<file path="config.mk">
export PLATFORM = sky130hd
export DESIGN_NAME = pe_dispatch_scheduler
export DESIGN_NICKNAME = d
export VERILOG_FILES = /design/src/rtl/pe_dispatch_scheduler.sv
export SDC_FILE = /design/constraint.sdc
export NUM_CORES = 1
export LEC_CHECK = 0
export ABC_AREA = 0
export CAP_MARGIN = 20
export CORE_MARGIN = 2
export CORE_UTILIZATION = 51
export CTS_BUF_LIST = sky130_fd_sc_hd__clkbuf_8
export DETAILED_ROUTE_END_ITERATION = 12
export DONT_BUFFER_PORTS = 1
export GPL_TIMING_DRIVEN = 0
export PLACE_DENSITY_LB_ADDON = 0.25
export SLEW_MARGIN = 20
export SYNTH_ARGS = -nofsm -noshare
export SYNTH_HDL_FRONTEND = slang
export SYNTH_SLANG_ARGS = --single-unit
</file>
<file path="constraint.sdc">
create_clock -name clk -period 3.39 [get_ports clk]
set_clock_uncertainty 0.1 [all_clocks]
set_input_delay 0.8475 -clock clk [delete_from_list [all_inputs] [get_ports clk]]
set_output_delay 0.8475 -clock clk [all_outputs]
set_load 0.005 [all_outputs]
</file>
<file path="src/rtl/pe_dispatch_scheduler.sv">
// pe_dispatch_scheduler
// Credit-based round-robin dispatcher: one operand stream fanned out to four
// PE lanes through a 1:4 demux. A one-entry holding register decouples the
// upstream handshake from lane availability. Each lane holds up to CREDITS
// outstanding jobs; a done pulse on a lane returns one credit to it.
module pe_dispatch_scheduler #(
    parameter int WIDTH   = 8,
    parameter int CREDITS = 2
) (
    input  logic             clk,
    input  logic             reset,
    input  logic             in_valid,
    output logic             in_ready,
    input  logic [WIDTH-1:0] in_data,
    input  logic [3:0]       done,
    output logic [3:0]       out_valid,
    output logic [WIDTH-1:0] out_data,
    output logic [1:0]       sel,
    output logic [3:0]       busy,
    output logic             credit_err
);

    localparam int CW = $clog2(CREDITS + 1);
    localparam logic [CW-1:0] CMAX = CW'(CREDITS);

    logic             hold_valid;
    logic [WIDTH-1:0] hold_data;
    logic [1:0]       ptr;
    logic [CW-1:0]    credit [4];

    logic             grant_found;
    logic [1:0]       grant;
    logic [1:0]       idx;
    logic             dispatch;
    logic [3:0]       take;
    logic [3:0]       ovf;

    // Credit update: a return and a same-cycle take cancel; a return into a
    // full counter saturates at the maximum (the overflow is flagged elsewhere).
    function automatic logic [CW-1:0] next_credit(input logic [CW-1:0] c,
                                                   input logic inc,
                                                   input logic dec);
        logic [CW-1:0] r;
        r = c;
        if (inc && !dec) begin
            if (c != CMAX) r = c + 1'b1;
        end else if (dec && !inc) begin
            r = c - 1'b1;
        end
        return r;
    endfunction

    // Round-robin scan starting at ptr: first lane holding a credit wins.
    always_comb begin
        grant_found = 1'b0;
        grant       = ptr;
        idx         = ptr;
        for (int k = 0; k < 4; k++) begin
            idx = ptr + 2'(k);
            if (!grant_found && credit[idx] != '0) begin
                grant       = idx;
                grant_found = 1'b1;
            end
        end
    end

    assign dispatch = hold_valid && grant_found;
    assign in_ready = !hold_valid || dispatch;

    // Per-lane decode: which lane is taken this cycle, empty lanes, overflow.
    always_comb begin
        take = '0;
        busy = '0;
        ovf  = '0;
        for (int i = 0; i < 4; i++) begin
            take[i] = dispatch && (grant == 2'(i));
            busy[i] = (credit[i] == '0);
            ovf[i]  = done[i] && !take[i] && (credit[i] == CMAX);
        end
    end

    // Holding register, dispatch outputs, pointer, credits and error flag.
    always_ff @(posedge clk) begin
        if (reset) begin
            hold_valid <= 1'b0;
            hold_data  <= '0;
            out_valid  <= '0;
            out_data   <= '0;
            sel        <= '0;
            ptr        <= '0;
            credit_err <= 1'b0;
            for (int i = 0; i < 4; i++) credit[i] <= CMAX;
        end else begin
            if (in_valid && in_ready) begin
                hold_valid <= 1'b1;
                hold_data  <= in_data;
            end else if (dispatch) begin
                hold_valid <= 1'b0;
            end

            out_valid <= dispatch ? (4'b0001 << grant) : 4'b0000;
            if (dispatch) begin
                out_data <= hold_data;
                sel      <= grant;
                ptr      <= grant + 2'd1;
            end

            for (int i = 0; i < 4; i++) begin
                credit[i] <= next_credit(credit[i], done[i], take[i]);
            end

            if (|ovf) credit_err <= 1'b1;
        end
    end

endmodule

</file>
* Word-level counts from Yosys, hierarchy flattened
Memory sizes are Yosys's and may differ from the RTL's. A register that Yosys moved wholly into a read port is not among the register bits.
Cells that the tools add are included.
** Storage, ports and cells
- Flip-flop bits (word level) :: 26
- Memory bits (writable) :: 8
- Input port bits :: 15
- Output and inout port bits :: 20
- Memories kept :: 1
** Memories
- credit :: words 4, width 2, read ports 8, clocked after memory_dff 1, write ports 4, RTL line 29 : logic [CW-1:0] credit [4];
** Operators by class
- Add/sub/neg operators :: 12
- Equality and inequality tests :: 11
- Shift operators :: 1
- Muxes and demuxes :: 34
- Bitwise gates (word level) :: 5
- Reductions and logical operators :: 46
** Operators with widths (count)
- $mux 2 :: 25
- $logic_and 1x1->1 :: 21
- $add 2x1->2 const B :: 6
- $eq 2x2->1 const B :: 6
- $logic_not 1->1 :: 12
- $logic_not 2->1 :: 5
- $reduce_bool 2->1 :: 5
- $mux 1 :: 9
- $ne 2x2->1 const B :: 4
- $sub 2x1->2 const B :: 4
- $add 2x2->2 const B :: 2
- $or 1x1->1 :: 4
- $reduce_or 4->1 :: 1
- $shl 1x2->4 const A :: 1
- $eq 2x1->1 const B :: 1
- $reduce_or 2->1 :: 1
- $logic_or 1x1->1 :: 1
- $not 1->1 :: 1

* Depth between registers and ports, before layout
- Depth after elaboration :: 18
- Mapped depth :: 12
- Depth with buffers taken out :: 11

* Least setup slack after synthesis
Ideal clock, no wire load.
- Path type :: reg2reg
- From :: memory credit[3][0] in the netlist's numbering
- To :: memory credit[2][1] in the netlist's numbering
- Data arrival time :: 2.729 ns
- Slack :: 0.489 ns
- Cell stages (with the launch flop) :: 12
- Clock period less this slack :: 2.901 ns
- Path through :: dfxtp_1 -> buf_6 -> or2_0 -> mux4_2 -> a211o_1 -> mux2_2 -> inv_2 -> ha_1 -> nand2_1 -> or3_1 -> mux2i_1 -> mux2i_1
** RTL lines (RTL line)
- start, declared :: 29

==> results.json <==
{
  "avgSynthCellArea_um2": 8.27,
  "maxCapViolations": 0,
  "cts_tree": "built",
  "diodes": 0,
  "total_leakage_power_nw": 0.758,
  "grt_max_degree": 13,
  "cts_htree_levels": 2,
  "dr.pass1.iters": 4,
  "vias": 1508,
  "route.detailed.drc": 0,
  "yosys_warnings": 0,
  "drt_iter0_drc": 89,
  "syn2layout_area_growth_pct": 7.98,
  "core_area_um2": 3390,
  "startpoint": "credit[3][0]$_SDFFE_PP0P_",
  "status": "complete, no violations",
  "cts_resized": 0,
  "clk_latency_ns": 0.28,
  "post_cts_buffers": 0,
  "place_inst": 266,
  "cts.sinks": 36,
  "synth.cell_area_um2": 1820,
  "gp_congestion": 0.768,
  "p_int_w": 0.000636,
  "rsz0062_at_grt": "no",
  "yosys.area.top_type": "dfxtp_1",
  "rows": 21,
  "grt_pass1_wl_um": 6440,
  "grt_pass1_vias": 1411,
  "die_height_um": 63.7,
  "finalNonFillerCells": 274,
  "tightest_slew_ns": 0.559,
  "report.final.slew_viol_count": 0,
  "reg2reg_depth": 11,
  "numCtsBuffers": 5,
  "ys_types": 49,
  "seq_area_frac_synth": 0.396,
  "synth_top_area_frac": 0.396,
  "p_seq_frac": 0.517,
  "hp-class": "reg -> reg",
  "crit_fanout": 9,
  "fmax_mhz": 315,
  "path_clk_slew_ns": 0.08,
  "cts-root-buf": "clkbuf_8",
  "die-width_um": 63.7,
  "clock_path_buffers": 2,
  "overflow": 0,
  "port_buffers": 0,
  "worst-r2r-setup-slack_ns": 0.24,
  "dp_hpwl_um": 2740,
  "reg2reg_from": "credit[3][0]$_SDFFE_PP0P_",
  "power_switching_w": 0.000254,
  "hold_viol": 0,
  "startpoint_type": "flip-flop",
  "layout-drive-gt1-share": 0.0965,
  "crit_type": "reg -> out",
  "power.share.clock": 0.339,
  "synth_nets": 239,
  "p_comb_frac": 0.144,
  "synth_area_leaders": "dfxtp_1 40%, nand2_1 7.0%, a21oi_1 6.9%",
  "wirelength_um": 3830,
  "via_per_inst": 5.50,
  "required_ns": 2.44,
  "post-route-period-util": 0.937,
  "finalSetupTns_ns": 0,
  "register_area_um2": 721,
  "setup_viol": 0,
  "pin_count": 35,
  "dieArea_um2": 4060,
  "grt_usage": 0.202,
  "powerDensity_nw_per_um2": 453,
  "final_cell_mix": "36 x dfxtp_1, 34 x nand2_1, 25 x a21oi_1",
  "layout_commonest_cell": "dfxtp_1",
  "switching_share": 0.285,
  "ant_nets": 0,
  "start_util": 0.537,
  "antenna_found_initial": 0,
  "crit_path_end": "in_ready",
  "final.min_clock_period_ns": 3.18,
  "crit_path_end_kind": "output pin",
  "synth-seq-cells": 36,
  "synthCells": 220,
  "multi_input_area_um2": 993,
  "final_nets": 246,
  "maxSlewHeadroom": 0.623,
  "nFillCells": 337,
  "ir_worst_vdd_mv": 0.255,
  "r2r_end": "credit[2][1]$_SDFFE_PP1P_",
  "holdBufCountCts": 0,
  "cp.arrival_ns": 2.23,
  "routedWlPerCell_um": 14.0
}
## Yosys cell counts, drive strengths merged
library cell  number
dfxtp             36
nand2             35
a21oi             25
nor2              18
inv               13
nand3             13
clkbuf             8
a211oi             6
nor2b              5
nor3               5
buf                4
ha                 4
mux2i              4
nand4              4
or2                4
and2               3
o21ai              3
xnor2              3
a221oi             2
a22oi              2
and3               2
o211ai             2
or3                2
a2111oi            1
a211o              1
a221o              1
a311oi             1
a31oi              1
and4bb             1
mux2               1
mux4               1
nand3b             1
nor3b              1
o2111ai            1
o211a              1
o21a               1
o21bai             1
o22ai              1
o31ai              1
o41ai              1
## logic make-up after synthesis
group | Yosys count | synth area share
xor gates and xnor gates | 3 | 0.0144
muxes | 6 | 0.0406
AOI/OAI and AO/OA | 52 | 0.211
buffers and inverters | 25 | 0.0578
adders and majority gates | 4 | 0.0275
and+or+nand+nor | 94 | 0.252
DFF | 36 | 0.396
## flip-flops by register name (all words and copies together) (netlist names), named ones only
signal / cells
credit: 8
credit_err: 1
hold_data: 8
hold_valid: 1
out_data: 8
out_valid: 4
ptr: 2
sel: 2
## final cells by class
type / count / share of cell area
Clock buffer: 5 / 0.0350
Tap cell: 46 / 0.0293
Multi-Input combinational cell: 159 / 0.506
Clock inverter: 3 / 0.00955
Buffer: 12 / 0.0287
Inverter: 13 / 0.0248
Sequential cell: 36 / 0.367
## layer usage
metal  up-vias  wire length [µm]  global-route usage
met5         -                 0                   0
met4         0                15              0.0707
met3         2               214              0.0589
met2        33              1850               0.316
met1       692              1750               0.265
li1        781                 -                   -
## how the worst min path moves through the flow
| stage | from | end | cells past startpoint | slack, ns |
|---|---|---|---|---|
| 6_report | hold_data[2]$_SDFFE_PP0P_ | out_data[2]$_SDFFE_PP0N_ | 2 | 0.35 |
| 5_1_grt | hold_data[0]$_SDFFE_PP0P_ | out_data[0]$_SDFFE_PP0N_ | 2 | 0.37 |
| 4_1_cts | hold_data[2]$_SDFFE_PP0P_ | out_data[2]$_SDFFE_PP0N_ | 2 | 0.36 |
| 3_5_place_dp | hold_data[2]$_SDFFE_PP0P_ | out_data[2]$_SDFFE_PP0N_ | 2 | 0.35 |
| 3_3_place_gp | hold_data[7]$_SDFFE_PP0P_ | out_data[7]$_SDFFE_PP0N_ | 2 | 0.34 |
| 2_1_floorplan | hold_data[0]$_SDFFE_PP0P_ | out_data[0]$_SDFFE_PP0N_ | 2 | 0.33 |
## critical path, stage by stage (launching register included)
cell	delay, ns
dfxtp_1	0.31
buf_6	0.13
or2_0	0.23
mux4_2	0.59
a221oi_4	0.38
nand2_1	0.31
## power groups by stage
stage / sequential [W] / combinational, W / clock (W)
4_1_cts: 0.000461 / 0.000129 / 0.000303
3_3_place_gp: 0.000470 / 0.000126 / 0
5_1_grt: 0.000463 / 0.000145 / 0.000320
2_1_floorplan: 0.000466 / 0.000105 / 0
3_5_place_dp: 0.000470 / 0.000128 / 0
6_report: 0.000460 / 0.000128 / 0.000302
## stage by stage
stage | setup WS [ns] | hold slack (ns) | area [µm²] | utilization | power (W)
finish | 0.213 | 0.354 | 1960 | 0.580 | 0.000890
global placement | 0.284 | 0.341 | 1880 | 0.554 | 0.000596
CTS | 0.211 | 0.358 | 1960 | 0.580 | 0.000893
floorplan | 0.489 | 0.332 | 1820 | - | 0.000571
detailed placement | 0.257 | 0.346 | 1880 | 0.554 | 0.000599
global route | 0.0814 | 0.374 | 1960 | 0.580 | 0.000927
Power figures use the tool's default switching activity.
